### src/rtl/fetch_unit_pkg.sv
`default_nettype none
// ============================================================================
//  Module      : fetch_unit_pkg
//  Description : Shared definitions for the instruction-fetch stage:
//                FSM state encoding, default PC / legal fetch window, the
//                NOP word loaded on an address fault, and the address-fault
//                helper used when FETCH_ADEL_CHECK_EN is defined.
//  Revision    : 1.0 - initial release
// ============================================================================
package fetch_unit_pkg;

    // Fetch FSM state encoding
    localparam logic [1:0] S_REQ  = 2'd0;  // ready to issue a request
    localparam logic [1:0] S_WAIT = 2'd1;  // one request outstanding
    localparam logic [1:0] S_HOLD = 2'd2;  // response parked in skid buffer

    // Default configuration values
    localparam logic [31:0] C_PC_RESET = 32'h0000_3000;
    localparam logic [31:0] C_IM_LO    = 32'h0000_3000;
    localparam logic [31:0] C_IM_HI    = 32'h0000_6FFC;

    // Instruction word substituted for a faulting fetch
    localparam logic [31:0] C_NOP      = 32'h0000_0000;

    // Fetch address error: misaligned word or outside [lo, hi]
    function automatic logic adel_fault(
        input logic [31:0] addr,
        input logic [31:0] lo,
        input logic [31:0] hi
    );
        return (addr[1:0] != 2'b00) || (addr < lo) || (addr > hi);
    endfunction

endpackage : fetch_unit_pkg
`default_nettype wire

### src/rtl/fetch_unit_if_id_reg.sv
`default_nettype none
// ============================================================================
//  Module      : fetch_unit_if_id_reg
//  Description : IF/ID pipeline register with a one-entry skid buffer.
//                An incoming word goes straight into IF/ID when the slot is
//                free (empty or being consumed this cycle); otherwise it is
//                parked in the buffer and moved to IF/ID when decode takes
//                the current entry. Flush empties both entries.
//  Ports       : clk, reset_n       - clock, async active-low reset
//                i_flush            - discard IF/ID and buffer contents
//                i_in_valid         - new entry offered this cycle
//                i_in_instr/pc/exc  - new entry payload
//                i_id_ready         - decode consumes IF/ID this cycle
//                o_slot_free        - IF/ID can accept a word this cycle
//                o_id_valid/instr/pc/exc - IF/ID register contents
//  Revision    : 1.0 - initial release
// ============================================================================
module fetch_unit_if_id_reg (
    input  logic        clk,
    input  logic        reset_n,
    input  logic        i_flush,
    input  logic        i_in_valid,
    input  logic [31:0] i_in_instr,
    input  logic [31:0] i_in_pc,
    input  logic        i_in_exc,
    input  logic        i_id_ready,
    output logic        o_slot_free,
    output logic        o_id_valid,
    output logic [31:0] o_id_instr,
    output logic [31:0] o_id_pc,
    output logic        o_id_exc
);

    logic        r_id_valid;
    logic [31:0] r_id_instr;
    logic [31:0] r_id_pc;
    logic        r_id_exc;

    logic        r_buf_valid;
    logic [31:0] r_buf_instr;
    logic [31:0] r_buf_pc;
    logic        r_buf_exc;

    assign o_slot_free = !r_id_valid || i_id_ready;

    always_ff @(posedge clk or negedge reset_n) begin
        if (!reset_n) begin
            r_id_valid  <= 1'b0;
            r_id_instr  <= 32'h0;
            r_id_pc     <= 32'h0;
            r_id_exc    <= 1'b0;
            r_buf_valid <= 1'b0;
            r_buf_instr <= 32'h0;
            r_buf_pc    <= 32'h0;
            r_buf_exc   <= 1'b0;
        end else if (i_flush) begin
            r_id_valid  <= 1'b0;
            r_buf_valid <= 1'b0;
        end else if (r_buf_valid) begin
            // The fetch FSM issues nothing while the buffer is occupied,
            // so only the drain path needs handling here.
            if (i_id_ready) begin
                r_id_valid  <= 1'b1;
                r_id_instr  <= r_buf_instr;
                r_id_pc     <= r_buf_pc;
                r_id_exc    <= r_buf_exc;
                r_buf_valid <= 1'b0;
            end
        end else if (i_in_valid) begin
            if (o_slot_free) begin
                r_id_valid <= 1'b1;
                r_id_instr <= i_in_instr;
                r_id_pc    <= i_in_pc;
                r_id_exc   <= i_in_exc;
            end else begin
                r_buf_valid <= 1'b1;
                r_buf_instr <= i_in_instr;
                r_buf_pc    <= i_in_pc;
                r_buf_exc   <= i_in_exc;
            end
        end else if (i_id_ready) begin
            r_id_valid <= 1'b0;
        end
    end

    assign o_id_valid = r_id_valid;
    assign o_id_instr = r_id_instr;
    assign o_id_pc    = r_id_pc;
    assign o_id_exc   = r_id_exc;

endmodule : fetch_unit_if_id_reg
`default_nettype wire

### src/rtl/fetch_unit.sv
`default_nettype none
// ============================================================================
//  Module      : fetch_unit
//  Description : Instruction-fetch stage. Owns the PC register, issues one
//                outstanding read at a time to instruction memory, and
//                hands {instr, pc} to decode through a valid/ready IF/ID
//                register. Flush redirects the PC; a response belonging to
//                a request that was in flight at flush time is dropped.
//                Optional address-error check: define FETCH_ADEL_CHECK_EN
//                to turn misaligned / out-of-window fetches into a NOP with
//                id_exc=1 instead of a memory request (IM_LO / IM_HI exist
//                only in that build).
//  Ports       : clk, reset_n             - clock, async active-low reset
//                npc / pc                 - next PC in, current PC out
//                flush, flush_target      - redirect request and new PC
//                imem_req/addr/rvalid/rdata - instruction memory interface
//                id_valid/ready/instr/pc/exc - IF/ID handshake and payload
//  Revision    : 1.0 - initial release
// ============================================================================
module fetch_unit
    import fetch_unit_pkg::*;
#(
    parameter logic [31:0] PC_RESET = C_PC_RESET
`ifdef FETCH_ADEL_CHECK_EN
    ,
    parameter logic [31:0] IM_LO    = C_IM_LO,
    parameter logic [31:0] IM_HI    = C_IM_HI
`endif
) (
    input  logic        clk,
    input  logic        reset_n,
    input  logic [31:0] npc,
    output logic [31:0] pc,
    input  logic        flush,
    input  logic [31:0] flush_target,
    output logic        imem_req,
    output logic [31:0] imem_addr,
    input  logic        imem_rvalid,
    input  logic [31:0] imem_rdata,
    output logic        id_valid,
    input  logic        id_ready,
    output logic [31:0] id_instr,
    output logic [31:0] id_pc,
    output logic        id_exc
);

    logic [1:0]  r_state;
    logic [31:0] r_pc;
    logic        r_drop;     // a stale response is still owed by memory
    logic        r_run;      // low from reset until the first clock edge

    logic        w_slot_free;
    logic        w_addr_bad;
    logic        w_req_ok;
    logic        w_issue;
    logic        w_adel_load;
    logic        w_accept;
    logic        w_in_valid;
    logic [31:0] w_in_instr;

`ifdef FETCH_ADEL_CHECK_EN
    assign w_addr_bad = adel_fault(r_pc, IM_LO, IM_HI);
`else
    assign w_addr_bad = 1'b0;
`endif

    // The strobe is formed in the S_REQ cycle itself so that a 1-cycle
    // memory can sustain one instruction every two cycles. r_run keeps the
    // strobe low while reset is asserted.
    assign w_req_ok    = r_run && (r_state == S_REQ) && !r_drop && w_slot_free;
    assign w_issue     = w_req_ok && !w_addr_bad;
    assign w_adel_load = w_req_ok && w_addr_bad;

    // Only S_WAIT listens to rvalid; anything arriving in S_REQ (other than
    // the owed stale response) or S_HOLD is ignored.
    assign w_accept    = (r_state == S_WAIT) && imem_rvalid && !r_drop;

    assign w_in_valid  = !flush && (w_accept || w_adel_load);
    assign w_in_instr  = w_adel_load ? C_NOP : imem_rdata;

    assign imem_req    = w_issue;
    assign imem_addr   = r_pc;
    assign pc          = r_pc;

    always_ff @(posedge clk or negedge reset_n) begin
        if (!reset_n) begin
            r_state <= S_REQ;
            r_pc    <= PC_RESET;
            r_drop  <= 1'b0;
            r_run   <= 1'b0;
        end else begin
            r_run <= 1'b1;
            if (flush) begin
                r_state <= S_REQ;
                r_pc    <= flush_target;
                // Still owed a response if a request goes out now, or one
                // was already in flight and has not come back this cycle.
                r_drop  <= w_issue ||
                           (!imem_rvalid && (r_drop || (r_state == S_WAIT)));
            end else begin
                case (r_state)
                    S_REQ: begin
                        if (r_drop) begin
                            if (imem_rvalid) begin
                                r_drop <= 1'b0;
                            end
                        end else if (w_issue) begin
                            r_state <= S_WAIT;
                        end else if (w_adel_load) begin
                            r_pc <= npc;
                        end
                    end
                    S_WAIT: begin
                        if (imem_rvalid) begin
                            if (r_drop) begin
                                r_drop  <= 1'b0;
                                r_state <= S_REQ;
                            end else begin
                                r_pc    <= npc;
                                r_state <= w_slot_free ? S_REQ : S_HOLD;
                            end
                        end
                    end
                    S_HOLD: begin
                        if (id_ready) begin
                            r_state <= S_REQ;
                        end
                    end
                    default: begin
                        r_state <= S_REQ;
                    end
                endcase
            end
        end
    end

    fetch_unit_if_id_reg u_if_id (
        .clk         (clk),
        .reset_n     (reset_n),
        .i_flush     (flush),
        .i_in_valid  (w_in_valid),
        .i_in_instr  (w_in_instr),
        .i_in_pc     (r_pc),
        .i_in_exc    (w_adel_load),
        .i_id_ready  (id_ready),
        .o_slot_free (w_slot_free),
        .o_id_valid  (id_valid),
        .o_id_instr  (id_instr),
        .o_id_pc     (id_pc),
        .o_id_exc    (id_exc)
    );

endmodule : fetch_unit
`default_nettype wire
### config.mk
export PLATFORM = sky130hd
export DESIGN_NAME = fetch_unit
export DESIGN_NICKNAME = d
export VERILOG_FILES = /design/src/rtl/fetch_unit_pkg.sv /design/src/rtl/fetch_unit_if_id_reg.sv /design/src/rtl/fetch_unit.sv
export SDC_FILE = /design/constraint.sdc
export NUM_CORES = 1
export LEC_CHECK = 0
export ABC_AREA = 1
export CAP_MARGIN = 20
export CORE_ASPECT_RATIO = 0.7
export CORE_MARGIN = 5
export CORE_UTILIZATION = 23
export DETAILED_ROUTE_END_ITERATION = 8
export GPL_ROUTABILITY_DRIVEN = 0
export PLACE_DENSITY = 0.47
export SETUP_SLACK_MARGIN = 0.1
export SLEW_MARGIN = 20
export SYNTH_ARGS = -nofsm -noshare
export SYNTH_HDL_FRONTEND = slang
export SYNTH_SLANG_ARGS = --single-unit
### constraint.sdc
create_clock -name clk -period 2.7 [get_ports clk]
set_input_delay 0.27 -clock clk [delete_from_list [all_inputs] [get_ports clk]]
set_output_delay 0.27 -clock clk [all_outputs]
set_load 0.02 [all_outputs]
==> results.sh, run 1 <==
export IMPL_outcome="finished, final reports clean"
export IMPL_grt_antenna_before_repair=3
export IMPL_grt_met1_usage_pct=22.12
export IMPL_cp_required_ps=2430
export IMPL_r2r_slack_ps=660
export IMPL_cts_buffer_depth=2
export IMPL_pin_count=232
export IMPL_nets=1297
export IMPL_grt_pass1_vias=7524
export IMPL_final_common_cell="nand2_1"
export IMPL_cts_sinks=166
export IMPL_ys_ff_latch=166
export IMPL_die_h_um=168.1
export IMPL_route_detailed_drc=0
export IMPL_finalSetupTns_ps=0
export IMPL_fill_cells=3760
export IMPL_maxSlewViolCount=0
export IMPL_worst_pin_slew_ps=864.8
export IMPL_wl_um=29710
export IMPL_arrival_ps=1900
export IMPL_p_per_area_nw_per_um2=824.3
export IMPL_place_area_sq_um=10540
export IMPL_crit_fanout=4
export IMPL_clock_latency_ps=440
export IMPL_busiest_layer="met1"
export IMPL_syn_nets=1143
export IMPL_final_area_sq_um=11110
export IMPL_cts_buffers=17
export IMPL_critPathMaxStageDelay_ps=610
export IMPL_grt_ovfl_total=0
export IMPL_setup_viol=0
export IMPL_period_minus_slack_ps=2166
export IMPL_clock_root_buffer="clkbuf_16"
export IMPL_avgSynthCellArea_sq_um=7.877
export IMPL_p_leak_nw=5.406
export IMPL_vias=7504
export IMPL_core_rowCount=57
export IMPL_netlist_cell_type_count=21
export IMPL_routedWlPerCell_um=17.66
export IMPL_area_delta_synth_final_pct=35.41
export IMPL_critPathKind="reg -> out"
export IMPL_track_usage_pct=14.94
export IMPL_endpoint_kind="output pin"
export IMPL_path_buf_inv=3
export IMPL_clk_pin_slew_ps=70
export IMPL_grt_max_degree=93
export IMPL_slowest_stage="clkdlybuf4s50_1"
export IMPL_core_area_sq_um=34950
export IMPL_drive_above_1_share_pct=5.045
export IMPL_layout_common_cells="nand2_1, clkdlybuf4s50_1, dfrtp_1"
export IMPL_ir_drop_mv=0.3543
export IMPL_maxCapViolCount=0
export IMPL_synth_area_sq_um=8208
export IMPL_grt_use_met2_pct=22.00
export IMPL_cts_tree="done"
export IMPL_synth_seq_area_share_pct=50.64
export IMPL_cp_common_cell="inv_1"
export IMPL_rsz0062_at_grt="no"
export IMPL_via_per_inst=4.461
export IMPL_drt_iter0_drc=645
export IMPL_worstHoldPathType="in -> reg"
export IMPL_finalHoldViolations=0
export IMPL_post_cts_setup_buffer_count=0
export IMPL_grt_pass1_wl_um=46580
export IMPL_dieArea_sq_um=39620
export IMPL_cp_top_family="buffers and inverters"
export IMPL_htreeDepth=4
export IMPL_netlist_instances=1042
export IMPL_post_route_period_util_pct=80.22
export IMPL_cp_start_kind="flip-flop"
export IMPL_fmax_mhz=461.7
export IMPL_skew_ps=10.24
export IMPL_die_w_um=235.8
export IMPL_critical_path_cell_chain="inv_1 -> nor2_4 -> nor2_1 -> nand2_1 -> inv_1 -> clkdlybuf4s50_1"
export IMPL_start_util_pct=23.49
export IMPL_ant_nets=0
export IMPL_slew_headroom_pct=42.34
export IMPL_dr_pass1_iters=5
export IMPL_yosys_warnings=0
export IMPL_dp_hpwl_um=18670
export IMPL_io_buffers=230
export IMPL_use_met3_pct=3.630
[per-stage QoR]
| step | utilization [%] | setup WS (ps) | total power, mW | instances | hold WS, ps |
|---|---|---|---|---|---|
| 6_report | 31.80 | 534.0 | 9.161 | 1682 | 313.5 |
| 3_5_place_dp | 30.16 | 428.0 | 6.816 | 1648 | 325.1 |
| 2_1_floorplan | - | 1312 | 5.073 | 1042 | -25.59 |
| 5_1_grt | 31.80 | 426.9 | 9.687 | 1682 | 347.6 |
| 3_3_place_gp | 30.16 | 445.9 | 6.794 | 1648 | 323.1 |
| 4_1_cts | 31.80 | 496.7 | 9.317 | 1681 | 287.4 |
[metal layers]
layer | routed length [um] | vias to the layer above | share of wire [%]
met1 | 14950 | 3622 | 50
met3 | 1447 | 26 | 4.9
met4 | 418 | 4 | 1.4
met2 | 12870 | 194 | 43
met5 | 25 | - | 0.084
li1 | - | 3658 | -
[report_power, final]
group | total, mW | internal, mW | leakage [nW] | switching (mW)
combinational | 3.12 | 1.42 | 2.97 | 1.70
clock | 2.44 | 1.39 | 0.277 | 1.05
sequential | 3.60 | 3.14 | 2.16 | 0.464
total | 9.16 | 5.95 | 5.41 | 3.21
[what timing repair did]
item / in CTS / in global routing
hold buffers: 1 / 0
resized for setup: 0 / 0
setup endpoints to repair: 0 / 0
endpoints found under the hold margin: 60 / 0
[tightest hold or removal path, stage by stage]
cell     delay (ps)
buf_2           180
nand2_1          80
nand2_1          50
nand2_1          50
o21ai_0          70
[synth_stat cells (all sizes together)]
| cell type | count | area [sq um] |
|---|---|---|
| nor2 | 14 | 77.57 |
| nand3 | 31 | 167.7 |
| inv | 17 | 63.81 |
| nand4 | 129 | 822.0 |
| nand2 | 556 | 2090 |
| clkbuf | 14 | 52.55 |
| conb | 2 | 7.510 |
| buf | 98 | 693.2 |
| dfstp | 2 | 52.55 |
| nor3 | 1 | 5.000 |
| o211ai | 1 | 7.510 |
| o21ai | 13 | 65.06 |
| dfrtp | 164 | 4104 |
[final timing paths]
path / start / to / depth (start not counted)
setup / recovery: u_if_id.o_id_valid / imem_req / 6
hold / removal: flush / imem_addr[14] / 5
setup reg to reg: u_if_id.r_buf_valid / u_if_id.r_buf_pc[1] / 6
hold reg to reg: u_if_id.o_id_pc[24] / u_if_id.o_id_pc[24] / 2
max in group asynchronous: reset_n / u_if_id.o_id_instr[10] / 3
min in group asynchronous: reset_n / u_if_id.o_id_pc[17] / 2
[cell families (layout without fill, tap and decap cells)]
kind of cell	after synthesis	count (layout)	share of synthesized area [%]
compound gates	14	14	0.8842
buf+inv	129	296	9.863
flops	166	166	50.64
other cells	2	3	0.09150
simple gates	731	731	38.52
[cell type report]
type | count | area [sq um] | share of cell area [%]
inverters | 17 | 67.56 | 0.6079
well taps | 472 | 590.6 | 5.314
multi-input cells | 747 | 3262 | 29.35
diodes | 1 | 2.502 | 0.02251
clock buffers | 24 | 461.7 | 4.154
flip-flops and latches | 166 | 4160 | 37.43
clock inverters | 8 | 101.3 | 0.9119
repair buffers | 247 | 2469 | 22.21
[registers in the layout, summed over array words and instances, names as in the netlist]
register and flops:
imem_addr 32, u_if_id.o_id_instr 32, u_if_id.o_id_pc 32, u_if_id.r_buf_instr 32, u_if_id.r_buf_pc 32, r_state 2
r_drop 1, r_run 1, u_if_id.o_id_valid 1, u_if_id.r_buf_valid 1
(Power assumes the default switching activity.)
==> run 2, diff against run 1 <==
==> constraint.sdc (replaced) <==
create_clock -name clk -period 2.2 [get_ports clk]
set_input_delay 0.22 -clock clk [delete_from_list [all_inputs] [get_ports clk]]
set_output_delay 0.22 -clock clk [all_outputs]
set_load 0.02 [all_outputs]
==> run 2 against run 1 <==
  * Clock power rose by 37%
  * Via count fell by 0.59%
  * Clock-buffer cell count fell by 7
  * Hold slack got worse by 19 ps
  * Critical endpoint is now pc[9]
  * Critical path type unchanged
  * Routed wire length rose by 0.57%
  * Largest power group unchanged
  * Die area did not move
==> results.sh, run 2 (synthesized netlist as in run 1, its figures left out) <==
export IMPL_outcome="finished, final reports clean"
export IMPL_core_area_sq_um=34950
export IMPL_die_h_um=168.1
export IMPL_vias=7460
export IMPL_io_buffers=230
export IMPL_pwr_share_clk_pct=28.8
export IMPL_maxCapViolCount=0
export IMPL_grt_ovfl_total=0
export IMPL_cts_sinks=166
export IMPL_cp_top_family="buffers and inverters"
export IMPL_fill_cells=3723
export IMPL_slowest_stage="clkdlybuf4s50_1"
export IMPL_final_area_sq_um=11310
export IMPL_p_per_area_nw_per_um2=1027
export IMPL_power_frac_comb_pct=33.2
export IMPL_grt_pass1_wl_um=46800
export IMPL_final_common_cell="nand2_1"
export IMPL_grt_max_degree=70
export IMPL_dieArea_sq_um=39620
export IMPL_critPathMaxStageDelay_ps=700
export IMPL_p_seq_share_pct=38.1
export IMPL_internal_power_mw=7.545
export IMPL_post_cts_setup_buffer_count=0
export IMPL_period_minus_slack_ps=1913
export IMPL_clock_root_buffer="clkbuf_16"
export IMPL_maxSlewViolCount=0
export IMPL_rsz0062_at_grt="no"
export IMPL_grt_antenna_before_repair=4
export IMPL_layout_common_cells="nand2_1, clkdlybuf4s50_1, dfrtp_1"
export IMPL_fmax_mhz=522.7
export IMPL_path_buf_inv=1
export IMPL_placedCellCount=1655
export IMPL_fin_cells=1689
export IMPL_cts_buffer_depth=2
export IMPL_area_delta_synth_final_pct=37.74
export IMPL_ant_nets=0
export IMPL_finalHoldViolations=0
export IMPL_grt_pass1_vias=7492
export IMPL_clock_latency_ps=430
export IMPL_cp_start_kind="flip-flop"
export IMPL_htreeDepth=4
export IMPL_regArea_sq_um=4160
export IMPL_p_sw_share_pct=35.05
export IMPL_place_area_sq_um=10650
export IMPL_skew_ps=12.12
export IMPL_p_sw_mw=4.072
export IMPL_arrival_ps=1690
export IMPL_endpoint_kind="output pin"
export IMPL_dr_pass1_iters=4
export IMPL_setup_viol=0
export IMPL_post_route_period_util_pct=86.96
export IMPL_holdWs_ps=294.2
export IMPL_clk_pin_slew_ps=70
export IMPL_die_w_um=235.8
export IMPL_track_usage_pct=14.92
export IMPL_slew_headroom_pct=42.79
export IMPL_r2r_slack_ps=320
export IMPL_finalSetupTns_ps=0
export IMPL_use_met3_pct=3.630
export IMPL_dp_hpwl_um=19760
export IMPL_via_per_inst=4.417
export IMPL_cts_buffers=17
export IMPL_route_detailed_drc=0
export IMPL_busiest_layer="met2"
export IMPL_nets=1304
export IMPL_wl_um=29880
export IMPL_critical_path_cell_chain="clkdlybuf4s50_1"
export IMPL_routedWlPerCell_um=17.69
export IMPL_cp_required_ps=1980
export IMPL_drt_iter0_drc=465
export IMPL_ir_drop_mv=0.4642
export IMPL_multi_input_area_sq_um=3262
export IMPL_critPathKind="reg -> out"
export IMPL_grt_use_met2_pct=22.27
export IMPL_worstHoldPathType="in -> reg"
export IMPL_crit_fanout=5
export IMPL_worst_pin_slew_ps=856.1
export IMPL_cts_tree="done"
export IMPL_start_util_pct=23.49
export IMPL_grt_met1_usage_pct=21.98
export IMPL_core_rowCount=57
export IMPL_p_leak_nw=5.508
export IMPL_pin_count=232
export IMPL_drive_above_1_share_pct=6.086
## run 2: cell types whose count changed in the layout (fill, tap and decap cells not counted), moves of 2 or more
cell       change
bufinv_16      +2
clkinv_2       -2
inv_6          +4
clkbuf_1       -6
buf_12         +5
clkinv_4       +2
buf_4          +2
## run 2: power groups by stage
stage / sequential [mW] / combinational (mW) / clock, mW
6_report: 4.42 / 3.85 / 3.34
5_1_grt: 4.54 / 4.17 / 3.57
4_1_cts: 4.44 / 3.92 / 3.45
3_5_place_dp: 4.48 / 3.91 / 0
3_3_place_gp: 4.48 / 3.90 / 0
2_1_floorplan: 5.15 / 1.08 / 0
## run 2: path summary, 6_finish.rpt
path                                              from                      to  cells after the start
min in group asynchronous                      reset_n     u_if_id.o_id_pc[31]                      2
worst min-delay path                             flush           imem_addr[14]                      5
max in group asynchronous                      reset_n            imem_addr[2]                      3
worst max-delay path                      imem_addr[9]                   pc[9]                      1
worst min register to register  u_if_id.o_id_instr[23]  u_if_id.o_id_instr[23]                      2
worst max register to register              r_state[1]            imem_addr[4]                      7
## run 2: repair_timing
action                     4_1_cts  5_1_grt
hold buffers                     1        0
setup endpoints to repair        1        0
hold endpoints to repair        50        0
gates resized for setup          1        0
## run 2: through the flow
stage / util, % / setup slack, ps / power, mW
2_1_floorplan: - / 812.3 / 6.226
3_3_place_gp: 30.49 / 163.1 / 8.383
3_5_place_dp: 30.49 / 145.3 / 8.393
4_1_cts: 32.35 / 248.7 / 11.81
5_1_grt: 32.35 / 108.5 / 12.28
6_report: 32.35 / 286.8 / 11.62
## run 2: final cells by class
cell class                      count  area share [%]
Antenna cell                        1         0.02213
Clock buffer                       17           3.763
Clock inverter                     15           1.904
Inverter                           17          0.5976
Multi-Input combinational cell    747           28.85
Sequential cell                   166           36.80
Tap cell                          472           5.224
Timing Repair Buffer              254           22.84
## run 2: tightest hold or removal path: stages
cell and delay (ps):
buf_2 180, nand2_1 90, nand2_1 50, nand2_1 50, o21ai_0 70
## run 2: layer usage
| metal | vias up | share of wire (%) |
|---|---|---|
| met2 | 159 | 43 |
| met4 | 6 | 1.0 |
| met5 | - | 0.15 |
| met3 | 21 | 4.2 |
| met1 | 3596 | 51 |
| li1 | 3678 | - |
